### src/rtl/dqs_pkg.sv
// rtl/dqs_pkg.sv - shared DQS phase encoding and UI pair constants
package dqs_pkg;

   typedef enum logic [2:0] {
      IDLE  = 3'd0,
      PRE   = 3'd1,
      DATA  = 3'd2,
      INTER = 3'd3,
      POST  = 3'd4
   } dqs_phase_e;

   localparam logic [1:0] DQS_TOGGLE = 2'b10;
   localparam logic [1:0] DQS_IDLE   = 2'b00;

endpackage

### src/rtl/dqs_lookahead.sv
// rtl/dqs_lookahead.sv - write-enable history and distance to the next data slot
// hist[D-1] is the current slot; k counts clocks until the nearest set bit below it.
module dqs_lookahead #(
   parameter int D = 5
) (
   input  logic                 clk,
   input  logic                 rst_n,
   input  logic                 wr_en,
   output logic [D-1:0]         hist,
   output logic [$clog2(D)-1:0] k,
   output logic                 k_valid
);

   localparam int KW = $clog2(D);

   always_ff @(posedge clk or negedge rst_n) begin
      if (!rst_n) begin
         hist <= '0;
      end else begin
         hist <= {hist[D-2:0], wr_en};
      end
   end

   // Scan far-to-near so the closest pending slot wins.
   always_comb begin
      k       = '0;
      k_valid = 1'b0;
      for (int j = D - 1; j >= 1; j--) begin
         if (hist[D-1-j]) begin
            k       = KW'(j);
            k_valid = 1'b1;
         end
      end
   end

endmodule

### src/rtl/dqs_amble_shifter.sv
// rtl/dqs_amble_shifter.sv - DQS preamble/interamble/postamble generator
// Define DQS_GAP_MONITOR_EN to build the low-gap measurement (o_gap/o_gap_valid).
module dqs_amble_shifter
   import dqs_pkg::*;
#(
   parameter int PRE_CYC  = 4,
   parameter int POST_CYC = 2,
   parameter int GAP_W    = 3
) (
   input  logic                            i_clk,
   input  logic                            i_rst,
   input  logic                            i_wr_en,
   input  logic [2*PRE_CYC-1:0]            i_pre_pattern,
   input  logic [$clog2(PRE_CYC+1)-1:0]    i_pre_len,
   input  logic [2*POST_CYC-1:0]           i_post_pattern,
   input  logic [$clog2(POST_CYC+1)-1:0]   i_post_len,
   output logic [1:0]                      o_dqs_bits,
   output logic                            o_dqs_oe,
   output logic [2:0]                      o_phase,
   output logic [GAP_W-1:0]                o_gap,
   output logic                            o_gap_valid
);

   localparam int D     = PRE_CYC + 1;
   localparam int KW    = $clog2(D);
   localparam int M_SAT = POST_CYC + PRE_CYC + 1;
   localparam int MW    = $clog2(M_SAT + 1);
   localparam logic [MW-1:0] M_SAT_V = MW'(M_SAT);

   logic [D-1:0]                    hist;
   logic [KW-1:0]                   k;
   logic                            k_valid;
   logic [MW-1:0]                   m_q;
   logic [MW-1:0]                   m_now;
   logic [2*PRE_CYC-1:0]            pre_pat_s;
   logic [$clog2(PRE_CYC+1)-1:0]    pre_len_s;
   logic [2*POST_CYC-1:0]           post_pat_s;
   logic [$clog2(POST_CYC+1)-1:0]   post_len_s;
   logic                            idle;
   logic                            pre_hit;
   logic                            post_hit;
   logic [1:0]                      pre_bits;
   logic [1:0]                      post_bits;
   dqs_phase_e                      nxt_phase;
   logic [1:0]                      nxt_bits;
   logic                            nxt_oe;
   int                              kk, mm, pl, ql;

   dqs_lookahead #(.D(D)) u_lookahead (
      .clk     (i_clk),
      .rst_n   (i_rst),
      .wr_en   (i_wr_en),
      .hist    (hist),
      .k       (k),
      .k_valid (k_valid)
   );

   assign idle = (hist == '0) && (m_q == M_SAT_V);

   always_comb begin
      m_now = hist[D-1] ? '0 : ((m_q == M_SAT_V) ? m_q : m_q + 1'b1);
      kk    = int'(k);
      mm    = int'(m_now);
      pl    = int'(pre_len_s);
      ql    = int'(post_len_s);
      pre_hit  = k_valid && (kk <= pl);
      post_hit = (mm >= 1) && (mm <= ql);
      // Pairs are taken most-significant first from the low 2*len bits.
      pre_bits  = 2'(pre_pat_s >> (pre_hit ? 2 * (kk - 1) : 0));
      post_bits = 2'(post_pat_s >> (post_hit ? 2 * (ql - mm) : 0));

      nxt_phase = IDLE;
      nxt_bits  = DQS_IDLE;
      nxt_oe    = 1'b0;
      if (hist[D-1]) begin
         nxt_phase = DATA;
         nxt_bits  = DQS_TOGGLE;
         nxt_oe    = 1'b1;
      end else if (k_valid && (mm < M_SAT) && (mm + kk - 1 <= pl + ql)) begin
         nxt_phase = INTER;
         nxt_oe    = 1'b1;
         if (pre_hit) begin
            nxt_bits = pre_bits;
         end else if (post_hit) begin
            nxt_bits = post_bits;
         end
      end else if (pre_hit) begin
         nxt_phase = PRE;
         nxt_bits  = pre_bits;
         nxt_oe    = 1'b1;
      end else if (post_hit) begin
         nxt_phase = POST;
         nxt_bits  = post_bits;
         nxt_oe    = 1'b1;
      end
   end

   always_ff @(posedge i_clk or negedge i_rst) begin
      if (!i_rst) begin
         m_q        <= M_SAT_V;
         pre_pat_s  <= '0;
         pre_len_s  <= '0;
         post_pat_s <= '0;
         post_len_s <= '0;
         o_dqs_bits <= DQS_IDLE;
         o_dqs_oe   <= 1'b0;
         o_phase    <= IDLE;
      end else begin
         m_q <= m_now;
         // Shadow config only moves while nothing is in flight.
         if (idle) begin
            pre_pat_s  <= i_pre_pattern;
            pre_len_s  <= i_pre_len;
            post_pat_s <= i_post_pattern;
            post_len_s <= i_post_len;
         end
         o_dqs_bits <= nxt_bits;
         o_dqs_oe   <= nxt_oe;
         o_phase    <= nxt_phase;
      end
   end

`ifdef DQS_GAP_MONITOR_EN
   logic [GAP_W-1:0] gap_cnt;
   logic             seen_high;

   always_ff @(posedge i_clk or negedge i_rst) begin
      if (!i_rst) begin
         gap_cnt     <= '0;
         seen_high   <= 1'b0;
         o_gap       <= '0;
         o_gap_valid <= 1'b0;
      end else begin
         o_gap_valid <= 1'b0;
         if (i_wr_en) begin
            seen_high <= 1'b1;
            gap_cnt   <= '0;
            if (seen_high && (gap_cnt != '0)) begin
               o_gap       <= gap_cnt;
               o_gap_valid <= 1'b1;
            end
         end else if (gap_cnt != '1) begin
            gap_cnt <= gap_cnt + 1'b1;
         end
      end
   end
`else
   assign o_gap       = '0;
   assign o_gap_valid = 1'b0;
`endif

endmodule

### config.mk
export PLATFORM = sky130hd
export DESIGN_NAME = dqs_amble_shifter
export DESIGN_NICKNAME = d
export VERILOG_FILES = /design/src/rtl/dqs_pkg.sv /design/src/rtl/dqs_lookahead.sv /design/src/rtl/dqs_amble_shifter.sv
export SDC_FILE = /design/constraint.sdc
export NUM_CORES = 1
export LEC_CHECK = 0
export CAP_MARGIN = 20
export CELL_PAD_IN_SITES_DETAIL_PLACEMENT = 1
export CELL_PAD_IN_SITES_GLOBAL_PLACEMENT = 2
export CORE_ASPECT_RATIO = 2
export CORE_MARGIN = 2
export CORE_UTILIZATION = 31
export DETAILED_ROUTE_END_ITERATION = 10
export MAX_ROUTING_LAYER = met4
export PLACE_DENSITY = 0.72
export SLEW_MARGIN = 40
export SYNTH_ARGS = -nofsm -noshare
export SYNTH_HDL_FRONTEND = slang
export SYNTH_HIERARCHICAL = 1
export SYNTH_SLANG_ARGS = --single-unit
### constraint.sdc
create_clock -name i_clk -period 3.61 [get_ports i_clk]
set_input_delay 0.5415 -clock i_clk [delete_from_list [all_inputs] [get_ports i_clk]]
set_output_delay 0.5415 -clock i_clk [all_outputs]
set_load 0.02 [all_outputs]
# [After elaboration in Yosys (flattened, before gate mapping)]
# Cells that the tools add are included.
# W data, S select, Z words.
[classes] n_addsub=6 n_lt_le_gt_ge=5 eq_ne=1 shift=2 muxes=23 n_reduce_logical=6
[ops] op="$mux W32" n=2
[ops] op="$shr A4 B32 Y2" n=1
[ops] op="$shr A8 B32 Y2" n=1
[ops] op="$mux W3" n=10
[ops] op="$mux W1" n=8
[ops] op="$mux W2" n=3
[ops] op="$le A5 B5 Y1" n=1
[ops] op="$logic_and A1 B1 Y1" n=5
[ops] op="$logic_not A5 Y1" n=1
[ops] op="$sub A4 B1 Y5 const B" n=1
[ops] op="$add A3 B2 Y4" n=1
[ops] op="$add A3 B3 Y4" n=1
[ops] op="$sub A2 B3 Y4" n=1
[ops] op="$sub A3 B1 Y4 const B" n=1
[ops] op="$add A3 B1 Y3 const B" n=1
[ops] op="$eq A3 B3 Y1 const B" n=1
[ops] op="$ge A3 B1 Y1 const B" n=1
[ops] op="$le A3 B2 Y1" n=1
[ops] op="$le A3 B3 Y1" n=1
[ops] op="$lt A3 B3 Y1 const B" n=1
[totals] register_bits=31 inputBits=20 output_inout_bits=10 word_cells=52

# [Longest topological paths before layout]
[logic_depth] word_depth=10 depth_mapped=16 ltp_nobuf=16

# [Modules after synthesis]
# Netlist, hierarchy kept.
[by_module_without_submodules] module="dqs_amble_shifter" n_inst=1 cells_per_inst=166 area_each_um2=1741.7 seq_area_each_um2=654.4
[by_module_without_submodules] module="dqs_lookahead" n_inst=1 cells_per_inst=12 area_each_um2=167.7 seq_area_each_um2=125.1

# [Worst setup path after synthesis]
# OpenSTA, ideal clock, no wires.
[synth_timing] path_kind="reg2reg" startpoint="register m_q[0]" endpoint="register o_dqs_oe" setup_time_ps=131 arrival_ps=3470 t_required_ps=3479 path_slack_ps=9 stages_incl_launch_ff=17 n_path_buf=0 period_less_slack_ps=3601 path_cell_list="dfstp_2 -> ha_1 -> nand2_1 -> mux2i_1 -> or2_2 -> ha_1 -> inv_1 -> ha_1 -> inv_1 -> fa_1 -> xnor2_1 -> ha_1 -> nand4_1 -> o21ai_0 -> a21oi_1 -> o31ai_1 -> or3_1"
[synth_via] elab_chain_len=9 elab_cells_between_ends=17 cone_classes="add/sub: 3; order compare: 4; eq/ne: 1; mux: 6; reduce/logical: 3"
[synth_rtl] element="from (decl)" line_no="dqs_amble_shifter.sv:33" rtl="logic [MW-1:0] m_q;"
[synth_rtl] element="from (signal assigned)" line_no="dqs_amble_shifter.sv:109" rtl="m_q <= m_now;"
[synth_rtl] element="$add A3 B1 Y3 or $eq A3 B3 Y1 (tied branches)" line_no="dqs_amble_shifter.sv:61" rtl="m_now = hist[D-1] ? '0 : ((m_q == M_SAT_V) ? m_q : m_q + 1'b1);"
[synth_rtl] element="$mux W3 (*) (2 in series)" line_no="dqs_amble_shifter.sv:61"
[synth_rtl] element="$add A3 B3 Y4 (tied with other cells)" line_no="dqs_amble_shifter.sv:79" rtl="end else if (k_valid && (mm < M_SAT) && (mm + kk - 1 <= pl + ql)) begin"
[synth_rtl] element="$sub A4 B1 Y5 or $logic_and A1 B1 Y1 (tied branches)" line_no="dqs_amble_shifter.sv:79, dqs_amble_shifter.sv:67"
[synth_rtl] element="$le A5 B5 Y1 or $mux W1 (tied branches)" line_no="dqs_amble_shifter.sv:79, dqs_amble_shifter.sv:91"
[synth_rtl] element="$logic_and A1 B1 Y1 or $mux W1 (tied branches)" line_no="dqs_amble_shifter.sv:79, dqs_amble_shifter.sv:87"
[synth_rtl] element="$mux W1 (*)" line_no="dqs_amble_shifter.sv:79"
[synth_rtl] element="$mux W1 (*)" line_no="dqs_amble_shifter.sv:75" rtl="if (hist[D-1]) begin"
[synth_rtl] element="via nxt_oe" line_no="dqs_amble_shifter.sv:46" rtl="logic nxt_oe;"
[synth_rtl] element="to (signal assigned)" line_no="dqs_amble_shifter.sv:118" rtl="o_dqs_oe <= nxt_oe;"
[synth_rtl] element="to (decl)" line_no="dqs_amble_shifter.sv:18" rtl="output logic o_dqs_oe,"
# Mark *: on every way through the listed nets, which the timed path passes. The rest lies on a longest branch.
# A chain may end at the register's enable or synchronous reset.

# [Worst setup path after layout]
[layout_timing] startpoint="register m_q[1]" endpoint="register o_dqs_oe"
# The elaborated chain is that of the path after synthesis.

==> results.py <==
metrics = {
    "run_status": {
        "outcome": "completed",
    },
    "synth": {
        "synth_top_area_cell": "dfrtp_1",
        "async_reset_ff_frac": 1.000,
        "ys_ff_latch": 31,
        "postSynthAreaPerCell_um2": 10.73,
        "synthCells": 178,
        "yosys_warnings": 6,
        "yosys.area.top_type_share": 0.3670,
        "synthFlopType": "dfrtp_1",
        "ys_seq_area_frac": 0.4083,
        "synth_area_leaders": "dfrtp_1 (37%), ha_1 (12%), mux2_2 (8.3%), inv_1 (4.5%), dfstp_2 (4.1%)",
        "synth_area_um2": 1909,
        "synth-edff-count": 0,
        "synth.distinct_cells": 45,
    },
    "detailed_routing": {
        "dr.pass1.iters": 4,
        "post_drt_wl_per_cell_um": 17.21,
        "routed_wl_um": 4836,
        "viasPerCell": 5.089,
        "drc": 0,
        "drtIter0Drc": 33,
        "drtAntennaViolNets": 0,
        "vias": 1430,
    },
    "timing": {
        "worstMarginPinSlew_ns": 0.5325,
        "rsz0062_at_grt": "false",
        "whs_ns": 0.4412,
        "skew_ns": 0.007025,
        "fmax_mhz": 294.0,
        "slew-limit-headroom": 0.6400,
        "period_share": 0.9421,
        "fin_ws_ns": 0.2092,
        "finalSetupViolations": 0,
        "final_hold_viol_count": 0,
        "post-route-min-period_ns": 3.401,
        "drv_slew": 0,
    },
    "clocking": {
        "cts_root_buffer": "clkbuf_16",
        "numCtsBuffers": 5,
        "cts.sinks": 31,
        "clk-insertion-delay-late_ns": 0.28,
        "cts_tree": "yes",
        "clk_path_buf_depth": 2,
        "h-tree-depth": 2,
        "cts.reportedPaths.clkPinSlew_ns": 0.05,
    },
    "critical_path": {
        "rr_worst_depth": 16,
        "startpoint_type": "register",
        "crit_fanout": 3,
        "cp-end-kind": "register",
        "cp.arrival_ns": 3.55,
        "r2r_slack_ns": 0.21,
        "cp.required_ns": 3.76,
        "crit_type": "reg -> reg",
        "reg2reg_to": "o_dqs_oe",
        "r2r-start": "m_q[1]",
    },
    "global_routing": {
        "grt_max_degree": 32,
        "use_met1": 0.1558,
        "grt_first_pass_wirelength_um": 8017,
        "grt.overflow.total": 0,
        "grt.total_usage": 0.1654,
        "grt_util_met3": 0.03150,
        "antenna_found_initial": 0,
        "top_usage_layer": "met2",
        "first_global_vias": 1620,
        "met2_usage": 0.3077,
    },
    "pwr": {
        "p_per_area_nw_per_um2": 399.8,
        "power_leakage_nw": 1.152,
        "fin_total_pwr_uw": 988.0,
        "vdd_drop_max_v": 0.0003293,
    },
    "placed_design": {
        "dp.cells": 269,
        "place_congestion": 0.8548,
        "pre_cts_slack_ns": -0.06037,
        "dp_hpwl_um": 3895,
        "io_buffers": 25,
    },
    "die": {
        "die_x_um": 59.50,
        "io_pins": 30,
        "row_count": 40,
        "core-area_um2": 5956,
        "start_util": 0.3206,
        "die-area_um2": 6841,
        "chipHeight_um": 115.0,
    },
    "cells_and_area": {
        "fillers": 673,
        "layout-drive-gt1-share": 0.2431,
        "fin_nets": 259,
        "multi_input_area_um2": 1052,
        "stdcell_count": 281,
        "utilization": 0.4149,
        "syn2layout_area_growth_pct": 29.42,
        "antennaDiodeCount": 0,
        "layout_commonest_cell": "dfrtp_1",
        "final-seq-area_um2": 779.5,
        "final_cell_mix": "dfrtp_1 (28), clkdlybuf4s50_1 (25), inv_1 (22), ha_1 (16), mux2_2 (14)",
    },
    "hold_path": {
        "hp-class": "reg -> reg",
        "hp-start": "u_lookahead/hist[0]",
        "hold_path_end": "u_lookahead/hist[1]",
        "holdPathStages": 0,
    },
    "run": {
        "drv_cap": 0,
    },
}
cell type report:
cell class | instances | share of cell area
sequential | 31 | 0.3154
tap | 63 | 0.03190
clock inverter | 1 | 0.002025
inverter | 23 | 0.03494
multi-input combinational | 120 | 0.4258
clock buffer | 7 | 0.05367
timing repair buffer | 36 | 0.1362
what timing repair did:
action | 4_1_cts | 5_1_grt
resized for setup | 0 | 13
endpoints found under the setup margin | 1 | 3
setup buffers | 1 | 2
hold endpoints to repair | 0 | 0
hold buffers | 0 | 0
pin swaps | 1 | 7
where the power goes:
group          internal [mW]  switching [mW]  total, mW  leakage, nW
clock network          0.254           0.145      0.399       0.0679
logic                  0.109           0.107      0.216        0.714
registers              0.362          0.0105      0.373        0.370
cell usage after synthesis (2+ instances only):
cell	number
a21oi_1	4
and2_1	2
buf_4	4
buf_6	2
dfrtp_1	28
dfstp_2	3
fa_1	3
ha_1	19
inv_1	23
mux2_2	14
mux2i_1	3
nand2_1	12
nand3_1	5
nand4_1	4
nor2_1	10
nor2b_1	2
nor3_1	2
nor4b_1	2
o21ai_0	7
or2_2	2
xor2_1	3
layer usage:
layer  share of wire  up-vias
li1                -      687
met1            0.33      718
met2            0.62       18
met3           0.023        7
met4           0.031        0
met5               0        -
through the flow:
step / area (µm²) / setup TNS, ns
final: 2471 / 0
after floorplan: 1921 / 0
after global routing: 2471 / 0
after CTS: 2390 / 0
after detailed placement: 2245 / -0.06037
after global placement: 2245 / 0
worst max path at each step:
stage	cells past startpoint	from	end	slack, ns
floorplan	16	m_q[0]	o_dqs_oe	0.009
global placement	16	m_q[0]	o_dqs_oe	0.11
detailed placement	16	m_q[0]	o_dqs_oe	-0.06
CTS	16	m_q[1]	o_dqs_oe	0.002
global route	16	m_q[0]	o_phase[2]	0.005
finish	16	m_q[1]	o_dqs_oe	0.21
flip-flops by register name, summed over array words and instances, names as in the netlist:
name,cells
m_q,3
o_dqs_bits,2
o_dqs_oe,1
o_phase,3
post_len_s,2
post_pat_s,4
pre_len_s,3
pre_pat_s,8
u_lookahead/hist,5
worst max-delay path: stages (launching register included):
cell     delay (ns)
dfstp_2        0.56
ha_4           0.14
nand2_2        0.06
mux2i_1        0.12
or2_4          0.23
ha_1           0.27
inv_1          0.06
ha_2           0.17
inv_2          0.04
fa_2           0.38
xnor2_2        0.15
ha_1           0.32
nand4_1        0.12
o21ai_2        0.07
a21oi_2        0.15
o31ai_2        0.10
or3_1          0.35
logic make-up (layout without fill, tap and decap cells):
family | Yosys count | after routing | synth area share
buffers and inverters | 30 | 67 | 0.07536
xor gates and xnor gates | 4 | 4 | 0.01835
and+or+nand+nor | 50 | 50 | 0.1488
AOI/OAI and AO/OA | 23 | 23 | 0.09306
other | 1 | 4 | 0.001964
muxes | 17 | 17 | 0.09830
adders and majority gates | 22 | 22 | 0.1560
DFF | 31 | 31 | 0.4083
(Power assumes the default switching activity.)
